## src/rtl/regfile_wb_arbiter.sv

```systemverilog
// Round-robin write-back arbiter and reservation gate in front of the register-cell array.
// Optional macro REGFILE_WB_BYPASS_EN: a write-back strobe this cycle releases a WAW stall on the same register.
module regfile_wb_arbiter #(
    parameter int unsigned N_REQ  = 4,
    parameter int unsigned W_OPR  = 32,
    parameter int unsigned N_REG  = 32,
    parameter int unsigned W_ADDR = 5
) (
    input  logic                      clk,
    input  logic                      rst,
    input  logic [N_REQ-1:0]          req_valid_i,
    output logic [N_REQ-1:0]          req_ready_o,
    input  logic [N_REQ*W_ADDR-1:0]   req_addr_i,
    input  logic [N_REQ*W_OPR-1:0]    req_data_i,
    input  logic                      rsv_valid_i,
    input  logic [W_ADDR-1:0]         rsv_addr_i,
    input  logic [N_REG-1:0]          busy_res_i,
    output logic                      rsv_stall_o,
    output logic [N_REG-1:0]          w_reserve_o,
    output logic [N_REG-1:0]          wb_o,
    output logic [W_OPR-1:0]          wb_data_o
);

    localparam int unsigned W_PTR = (N_REQ > 1) ? $clog2(N_REQ) : 1;

    // One-hot cell select; r0 and out-of-range addresses decode to no cell.
    function automatic logic [N_REG-1:0] addr_onehot(input logic [W_ADDR-1:0] addr);
        logic [N_REG-1:0] v;
        v = '0;
        for (int r = 1; r < N_REG; r++) begin
            if (32'(addr) == 32'(r)) v[r] = 1'b1;
        end
        return v;
    endfunction

    logic [W_PTR-1:0]  rr_ptr_q, rr_ptr_d;
    logic [N_REG-1:0]  wb_q, wb_d;
    logic [N_REG-1:0]  w_reserve_q, w_reserve_d;
    logic [W_OPR-1:0]  wb_data_q, wb_data_d;

    logic [N_REQ-1:0]  ready_c;
    logic              gnt_found;
    logic [W_PTR-1:0]  gnt_idx;
    logic [W_PTR-1:0]  scan_idx;
    logic [W_ADDR-1:0] gnt_addr;
    logic [W_OPR-1:0]  gnt_data;
    logic              rsv_hit;
    logic              rsv_stall;

    // First valid requester at or after rr_ptr wins; nothing is granted during reset.
    always_comb begin
        ready_c   = '0;
        gnt_found = 1'b0;
        gnt_idx   = '0;
        scan_idx  = '0;
        gnt_addr  = '0;
        gnt_data  = '0;
        for (int i = 0; i < N_REQ; i++) begin
            scan_idx = W_PTR'((32'(rr_ptr_q) + 32'(i)) % N_REQ);
            if (!rst && !gnt_found && req_valid_i[scan_idx]) begin
                gnt_found         = 1'b1;
                gnt_idx           = scan_idx;
                ready_c[scan_idx] = 1'b1;
                gnt_addr          = req_addr_i[32'(scan_idx)*W_ADDR +: W_ADDR];
                gnt_data          = req_data_i[32'(scan_idx)*W_OPR +: W_OPR];
            end
        end
    end

    // WAW gate: the decoded onehot already masks r0, so an r0 reservation never stalls.
    always_comb begin
        rsv_hit   = |(busy_res_i & addr_onehot(rsv_addr_i));
`ifdef REGFILE_WB_BYPASS_EN
        rsv_stall = !rst && rsv_valid_i && rsv_hit && !(|(wb_q & addr_onehot(rsv_addr_i)));
`else
        rsv_stall = !rst && rsv_valid_i && rsv_hit;
`endif
    end

    always_comb begin
        rr_ptr_d    = rr_ptr_q;
        wb_d        = '0;
        wb_data_d   = wb_data_q;
        w_reserve_d = '0;
        if (gnt_found) begin
            rr_ptr_d  = W_PTR'((32'(gnt_idx) + 32'd1) % N_REQ);
            wb_d      = addr_onehot(gnt_addr);
            wb_data_d = gnt_data;
        end
        if (rsv_valid_i && !rsv_stall) begin
            w_reserve_d = addr_onehot(rsv_addr_i);
        end
    end

    always_ff @(posedge clk) begin
        if (rst) begin
            rr_ptr_q    <= '0;
            wb_q        <= '0;
            w_reserve_q <= '0;
            wb_data_q   <= '0;
        end else begin
            rr_ptr_q    <= rr_ptr_d;
            wb_q        <= wb_d;
            w_reserve_q <= w_reserve_d;
            wb_data_q   <= wb_data_d;
        end
    end

    assign req_ready_o = ready_c;
    assign rsv_stall_o = rsv_stall;
    assign wb_o        = wb_q;
    assign w_reserve_o = w_reserve_q;
    assign wb_data_o   = wb_data_q;

endmodule

```

## config.mk

```make
export PLATFORM = sky130hd
export DESIGN_NAME = regfile_wb_arbiter
export DESIGN_NICKNAME = d
export VERILOG_FILES = /design/src/rtl/regfile_wb_arbiter.sv
export SDC_FILE = /design/constraint.sdc
export NUM_CORES = 1
export LEC_CHECK = 0
export ABC_AREA = 1
export BUFFER_PORTS_ARGS = -buffer_cell sky130_fd_sc_hd__buf_2
export CAP_MARGIN = 40
export CORE_ASPECT_RATIO = 0.6
export CORE_UTILIZATION = 55
export DETAILED_ROUTE_END_ITERATION = 10
export PLACE_DENSITY = 0.95
export SYNTH_ARGS = -nofsm -noshare
export SYNTH_HDL_FRONTEND = slang
export SYNTH_SLANG_ARGS = --single-unit
```

## constraint.sdc

```tcl
create_clock -name clk -period 4.3 [get_ports clk]
set_input_delay 0.43 -clock clk [delete_from_list [all_inputs] [get_ports clk]]
set_output_delay 0.43 -clock clk [all_outputs]
set_load 0.05 [all_outputs]
```

==> impl_summary.txt, run 1 <==
----------------------------------------------------
[Pwr]
  Net switching fraction of the power ... 0.545
  Share of total power in sequential cells ... 0.185
  Pleak ... around 4.9 nW
  Part of the total power dissipated in combinational logic ... 0.658
  Power per cell area ... 663 nW/um2
  Internal power ... between 2 and 3 mW
  Psw ... 3.45 mW
  IR Drop Worst-Case VDD ... about 0.44 mV
  Clock power share ... 0.157

[Floorplanning]
  Row cnt ... 33
  Die footprint ... roughly 15000 um2
  Total I/O pin count ... 293
  Initial Util ... 0.568
  Die Span Y ... roughly 94 um
  Core footprint ... ~14000 um2
  Horiz. Die Dim ... approximately 160 um

[CTS]
  Level count of the clock H-tree ... 3
  Clock slew seen by the registers of the worst setup and hold paths ... ~0.08 ns
  Num CTS Buffers ... 9
  TritonCTS clock tree ... done
  Largest buffer count on any clock path ... 2
  CTS Hold Bufs ... 0
  Buffers inserted by post-CTS timing repair ... 0
  Sinks on Clock Net ... 96
  Latest clock arrival within the worst-skew pair ... about 0.35 ns
  CTS-repair resized insts ... 0
  Root Driver ... sky130_fd_sc_hd__clkbuf_16

[Detailed routing]
  Number of violations reported at the end of detailed-routing iteration 0 ... roughly 840
  Total via count after detailed routing ... a little under 10000
  Count of TritonRoute iterations in the first routing pass ... 6
  Antenna Violating Nets Remaining ... 0
  Remaining DRCs ... 0
  Wire per inst ... around 15 um
  Final routed wirelength across all metal layers ... ~25000 um
  Routed via count divided by cell count ... between 5 and 6

[Worst hold path]
  Classification of the worst-slack hold path ... input port to register

[Worst setup path]
  Arrival time at the worst endpoint ... between 3 and 4 ns
  Crit Path Class ... register to register
  Maximum fanout count along the critical path ... 54
  Data required, critical path ... about 4.6 ns
  Setup crit end kind ... register
  Critical Path Start Type ... register

[Layout]
  Share of cells above drive strength 1 ... 0.233
  Net count reported at finish ... ~1700
  Post-Route Utilization ... 0.695
  Relative area change from synthesis to final layout ... 22.4%

[Global route]
  Largest net degree at the start of global routing ... 110
  Global-route wire length before repair ... 40200 um
  Antenna violations before repair ... 1
  Via count of the first global-routing pass ... 8699
  Overflow left after global routing ... 0
  Aggregate global-route resource usage ... 0.338

[Flow run]
  Maximum capacitance violations ... 0

[Status]
  Result of the run ... completed

[Timing]
  Clock period minus final worst setup slack ... 3.58 ns
  Setup skew after layout ... around 0.013 ns
  Part of the cycle the worst path needs ... 0.834
  Number of failing setup endpoints in the final timing report ... 0
  Number of endpoints with negative hold slack in the final report ... 0
  Headroom to the max-slew limit ... 0.353
  Unrepaired setup endpoints after global routing ... false
  Final TNS setup ... 0 ns
  Tightest Pin Transition ... approximately 0.97 ns
  Maximum frequency from static timing analysis ... ~0.28 GHz
  Pins over their slew limit ... 0

[Synthesis]
  Post-synthesis cell area ... 7800 um2
  Most repeated cell in the gate-level netlist after synthesis ... sky130_fd_sc_hd__nand2_1
  Gate count after technology mapping ... around 1300
  Flip-flop cell with the highest count after synthesis ... sky130_fd_sc_hd__dfxtp_1
  Number of distinct library cells after synthesis ... 42
  Mean Syn Cell Area ... 5.93 um2
  Leading cell types by count after synthesis ... sky130_fd_sc_hd__nand2_1 (377), sky130_fd_sc_hd__o21ai_0 (200), sky130_fd_sc_hd__nor2_1 (166)
  Share of synthesized flip-flops with an asynchronous set or reset ... 0
  Part of the Yosys area used for sequential elements ... 0.246
  Synth warn ... 0
  Library cell with the largest summed area after synthesis ... sky130_fd_sc_hd__dfxtp_1
  Count of flip-flops with a built-in enable after synthesis ... 0
  Top cells by area, synth ... sky130_fd_sc_hd__dfxtp_1 (25%), sky130_fd_sc_hd__nand2_1 (18%), sky130_fd_sc_hd__o21ai_0 (13%), sky130_fd_sc_hd__nor2_1 (8.0%), sky130_fd_sc_hd__mux2i_1 (7.6%)
  Yosys reg bits ... 96
  Proportion of netlist area held by the largest area contributor ... 0.246

[Placement]
  Port-buffer cells ... between 200 and 300
  Weighted congestion reported at the end of routability-driven placement ... roughly 0.9
  HPWL reported at the end of detailed placement ... ~18000 um

----------------------------------------------------
## cell usage in the layout, fill, tap and decap left out, drive strengths merged
cell type,instances
a211oi,1
a21oi,23
a22oi,3
a31oi,30
a41oi,3
and2b,1
buf,304
bufinv,4
clkbuf,9
clkinv,2
conb,2
dfxtp,96
diode,1
ha,4
inv,120
mux2i,59
nand2,385
nand3,65
nand3b,1
nand4,4
nor2,171
nor2b,1
nor3,1
o2111ai,1
o211ai,16
o21a,3
o21ai,206
o22ai,16
o2bb2ai,6
or2,6
## cell type report
| class | count | area [um2] |
|---|---|---|
| clock inverters | 6 | 138 |
| clock buffers | 9 | 225 |
| repair buffers | 304 | 1580 |
| fillers | 1176 | 4200 |
| well taps | 192 | 240 |
| diodes | 1 | 2.50 |
| multi-input cells | 1008 | 4990 |
| flip-flops and latches | 96 | 1930 |
| inverters | 120 | 452 |
## registers in the layout, indices dropped and copies added, names as in the netlist
signal and count:
w_reserve_o 31, rr_ptr_q 2, wb_data_o 32, wb_o 31
## power by group through the flow
stage | Combinational (mW) | Sequential, mW | Clock, mW
2_1_floorplan | 2.66 | 1.76 | 0
3_3_place_gp | 3.93 | 1.18 | 0
3_5_place_dp | 4.08 | 1.18 | 0
4_1_cts | 4.10 | 1.17 | 1.00
5_1_grt | 4.57 | 1.18 | 1.03
6_report | 4.16 | 1.17 | 0.995
## stage by stage
stage | instances | cell area (um2) | setup slack, ns | total power, mW | hold WS (ns)
floorplan | 1317 | 7810 | 0.692 | 4.42 | 0.599
global placement | 1719 | 9160 | 0.708 | 5.12 | 0.453
detailed placement | 1720 | 9190 | 0.959 | 5.26 | 0.469
CTS | 1735 | 9550 | 0.863 | 6.26 | 0.449
global route | 1736 | 9550 | 0.521 | 6.78 | 0.458
finish | 1736 | 9550 | 0.716 | 6.33 | 0.470
## final timing paths
path | startpoint | end | slack, ns | cells past startpoint
worst max-delay path | rr_ptr_q[0] | wb_o[10] | 0.72 | 12
worst min-delay path | rsv_addr_i[4] | w_reserve_o[31] | 0.47 | 3
worst max register to register | rr_ptr_q[0] | wb_o[10] | 0.72 | 12
worst min register to register | wb_data_o[26] | wb_data_o[26] | 0.47 | 2
## critical path: stages, from the launching register on
cell and delay (ns):
sky130_fd_sc_hd__dfxtp_4 0.35, sky130_fd_sc_hd__clkinv_2 0.23, sky130_fd_sc_hd__ha_4 0.43, sky130_fd_sc_hd__inv_2 0.10, sky130_fd_sc_hd__buf_4 0.47, sky130_fd_sc_hd__nand3_1 0.16
sky130_fd_sc_hd__nand2_1 0.17, sky130_fd_sc_hd__inv_1 0.06, sky130_fd_sc_hd__nand2_1 0.20, sky130_fd_sc_hd__o21ai_1 0.20, sky130_fd_sc_hd__inv_1 0.40, sky130_fd_sc_hd__nand2_1 0.40
sky130_fd_sc_hd__nor2_1 0.25
## cell families (layout without fill, tap and decap cells)
logic type                 after synthesis  in the layout  share of synthesized area
other                                    1              3                   0.000480
adders and majority gates                4              4                    0.00641
DFF                                     96             96                      0.246
and+or+nand+nor                        635            635                      0.336
buffers and inverters                  213            439                      0.118
muxes                                   59             59                     0.0757
AOI/OAI and AO/OA                      308            308                      0.218
## routing by layer
layer,global-route usage,share of wire,vias to the layer above,wire [um]
met5,0,0,-,0
met4,0.142,0.031,0,785
met3,0.0604,0.10,83,2520
met2,0.560,0.45,579,11500
met1,0.434,0.41,4333,10500
li1,-,-,4729,-
Power figures use the tool's default switching activity.
==> inputs of run 2 (changes only) <==
--- a/config.mk
+++ b/config.mk
@@ -9,9 +9,9 @@
 export BUFFER_PORTS_ARGS = -buffer_cell sky130_fd_sc_hd__buf_2
 export CAP_MARGIN = 40
 export CORE_ASPECT_RATIO = 0.6
-export CORE_UTILIZATION = 55
+export CORE_UTILIZATION = 51
 export DETAILED_ROUTE_END_ITERATION = 10
-export PLACE_DENSITY = 0.95
+export PLACE_DENSITY = 0.9
 export SYNTH_ARGS = -nofsm -noshare
 export SYNTH_HDL_FRONTEND = slang
 export SYNTH_SLANG_ARGS = --single-unit
==> constraint.sdc (replaced) <==
create_clock -name clk -period 3.5 [get_ports clk]
set_input_delay 0.35 -clock clk [delete_from_list [all_inputs] [get_ports clk]]
set_output_delay 0.35 -clock clk [all_outputs]
set_load 0.05 [all_outputs]
==> run 2 against run 1 <==
  * Count of clock-buffer cells in the layout stayed put
  * Combinational power is 22% higher
  * Highest routed layer unchanged
  * Via count is 2.4% lower
  * Core utilization is 5.0 points lower
==> impl_summary.txt, run 2 (synthesis results as in run 1) <==
----------------------------------------------------
[Worst setup path]
  Last element of the critical path ... req_ready_o[0]
  Crit Path Class ... register to output pin
  Critical Path Start Type ... register
  RR Startpoint ... rr_ptr_q[0]
  Arrival time at the worst endpoint ... 2.80 ns (-1.04 ns)
  RR Endpoint ... wb_o[10]
  Maximum fanout count along the critical path ... 20 (-63%)
  Path depth of the worst reg2reg path ... 12 (unchanged)
  Setup crit end kind ... output pin
  Critical path origin ... rr_ptr_q[0]
  Cell-by-cell listing of the critical path ... clkinv_2 -> ha_4 -> inv_2 -> nand3_2 -> nand2_2 -> nand3_1 -> nor2_4 -> a21oi_1 -> o21ai_0 -> buf_2
  Max stage delay on crit path ... 0.43 ns (-0.04 ns)
  Slowest stage cell on the critical path ... sky130_fd_sc_hd__nor2_4
  Data required, critical path ... 3.15 ns (-1.41 ns)
  Reg2Reg Setup Slack ... 0.49 ns (-0.23 ns)

[Timing]
  Headroom to the max-slew limit ... 0.393 (+0.0404)
  Number of failing setup endpoints in the final timing report ... 0 (unchanged)
  Setup skew after layout ... 0.0143 ns (+0.000825 ns)
  Tightest Pin Transition ... 0.910 ns (-0.0606 ns)
  Unrepaired setup endpoints after global routing ... false
  Maximum frequency from static timing analysis ... around 0.32 GHz
  Clock period minus final worst setup slack ... between 3 and 4 ns
  Number of endpoints with negative hold slack in the final report ... 0 (unchanged)
  Part of the cycle the worst path needs ... 0.901
  Pins over their slew limit ... 0 (unchanged)

[Layout]
  Leading cell type in the layout, fill and taps excluded ... sky130_fd_sc_hd__nand2_1
  Post-Route Utilization ... 0.645 (-0.0497)
  Max FFs per register ... 32 (unchanged)
  Fillers ... 1373 (+17%)
  Commonest cells after routing, fill and taps aside ... sky130_fd_sc_hd__nand2_1 (377), sky130_fd_sc_hd__buf_2 (289), sky130_fd_sc_hd__o21ai_0 (200)
  Net count reported at finish ... 1739 (+0.23%)
  Non-Filler Cell Area, Final ... 9490 um2 (-0.60%)
  Relative area change from synthesis to final layout ... 21.6%
  Share of cells above drive strength 1 ... 0.236 (+0.00248)

[CTS]
  Buffers inserted by post-CTS timing repair ... 0 (unchanged)
  CTS Hold Bufs ... 0 (unchanged)
  Num CTS Buffers ... 9 (unchanged)
  Largest buffer count on any clock path ... 2 (unchanged)
  TritonCTS clock tree ... done
  Clock slew seen by the registers of the worst setup and hold paths ... 0.08 ns (about the same)
  CTS-repair resized insts ... 0 (unchanged)
  Root Driver ... sky130_fd_sc_hd__clkbuf_16
  Level count of the clock H-tree ... 3 (unchanged)
  Latest clock arrival within the worst-skew pair ... 0.35 ns (about the same)
  Sinks on Clock Net ... 96 (unchanged)

[Floorplanning]
  Horiz. Die Dim ... 162 um (+3.8%)
  Initial Util ... 0.530 (-0.0374)
  Total I/O pin count ... 293 (unchanged)
  Die Span Y ... 97.8 um (+3.8%)
  Core footprint ... 14700 um2 (+7.1%)
  Row cnt ... 34 (+3.0%)
  Die footprint ... 15800 um2 (+7.7%)

[Placement]
  Weighted congestion reported at the end of routability-driven placement ... 0.888 (-4.0%)
  HPWL reported at the end of detailed placement ... 18200 um (+2.1%)
  Port-buffer cells ... 289 (unchanged)
  Placed instance area ... 9200 um2 (+0.19%)

[Global route]
  Met1 demand-to-capacity share in global routing ... 0.426 (-0.00749)
  Overflow left after global routing ... 0 (unchanged)
  Via count of the first global-routing pass ... 8633 (-0.76%)
  Aggregate global-route resource usage ... 0.314 (-0.0248)
  Busiest grt layer ... met2
  Met2 track utilization from global routing ... 0.502 (-0.0579)
  Global-route wire length before repair ... 40500 um (+0.82%)
  Antenna violations before repair ... 1 (unchanged)
  Met3 track utilization from global routing ... 0.0501 (-0.0103)
  Largest net degree at the start of global routing ... 105 (-4.5%)

[Detailed routing]
  Count of TritonRoute iterations in the first routing pass ... 6 (unchanged)
  Routed via count divided by cell count ... 5.43 (-3.1%)
  Total via count after detailed routing ... 9491 (-2.4%)
  Antenna Violating Nets Remaining ... 0 (unchanged)
  Wire per inst ... 14.4 um (-0.95%)
  Remaining DRCs ... 0 (unchanged)
  Number of violations reported at the end of detailed-routing iteration 0 ... 903 (+7.9%)
  Final routed wirelength across all metal layers ... 25200 um (-0.26%)

[Status]
  Result of the run ... completed

[Pwr]
  IR Drop Worst-Case VDD ... 0.609 mV (+40%)
  Power per cell area ... 790 nW/um2 (+19%)
  Pleak ... 4.84 nW (-0.56%)

[Worst hold path]
  Classification of the worst-slack hold path ... input port to register

[Flow run]
  Maximum capacitance violations ... 0 (unchanged)

----------------------------------------------------
[run 2: cell count changes in the layout (fill, tap and decap cells not counted), sizes merged]
cell,delta
diode,+1
inv,+2
buf,+4
clkinvlp,+2
clkinv,+1
bufinv,-4
[run 2: metal layers]
metal	vias to the layer above	part of all wire
met5	-	0
met4	0	0.026
met3	56	0.091
met2	491	0.44
met1	4203	0.44
li1	4741	-
[run 2: per-stage QoR]
step | setup slack (ns) | hold WS (ns) | setup TNS (ns) | cells | total power, mW
final | 0.347 | 0.373 | 0 | 1748 | 7.50
after global routing | 0.158 | 0.387 | 0 | 1747 | 8.09
after CTS | 0.366 | 0.353 | 0 | 1746 | 7.45
after detailed placement | 0.538 | 0.460 | 0 | 1730 | 6.48
after global placement | 0.583 | 0.462 | 0 | 1730 | 6.34
after floorplan | -0.0275 | 0.519 | -0.110 | 1317 | 5.43
[run 2: layout make-up]
cell class	count	area, um2	area share
inverters	120	452	0.0476
repair buffers	308	1590	0.167
clock inverters	7	60.1	0.00633
well taps	198	248	0.0261
diodes	2	5.00	0.000527
flip-flops and latches	96	1930	0.203
clock buffers	9	225	0.0237
multi-input cells	1008	4990	0.525
[run 2: power breakdown]
group,switching (mW),total [mW],internal [mW]
sequential,0.130,1.45,1.32
clock,0.473,0.970,0.497
combinational,3.63,5.08,1.45
[run 2: worst max-delay path: cells and delay by family, from the launching register on]
family                     cells  cell delay [ns]
adders and majority gates      1             0.27
buffers and inverters          3             0.69
DFF                            1             0.40
and+or+nand+nor                4             0.82
AOI/OAI and AO/OA              2             0.28
[run 2: worst min path at each step]
| stage | from | to | slack, ns | cells after the start |
|---|---|---|---|---|
| after global placement | wb_data_o[26] | wb_data_o[26] | 0.46 | 2 |
| after floorplan | rsv_addr_i[4] | w_reserve_o[19] | 0.52 | 2 |
| final | rsv_addr_i[4] | w_reserve_o[31] | 0.37 | 3 |
| after global routing | rsv_addr_i[4] | w_reserve_o[31] | 0.39 | 3 |
| after CTS | rsv_addr_i[4] | w_reserve_o[31] | 0.35 | 3 |
| after detailed placement | wb_data_o[26] | wb_data_o[26] | 0.46 | 2 |
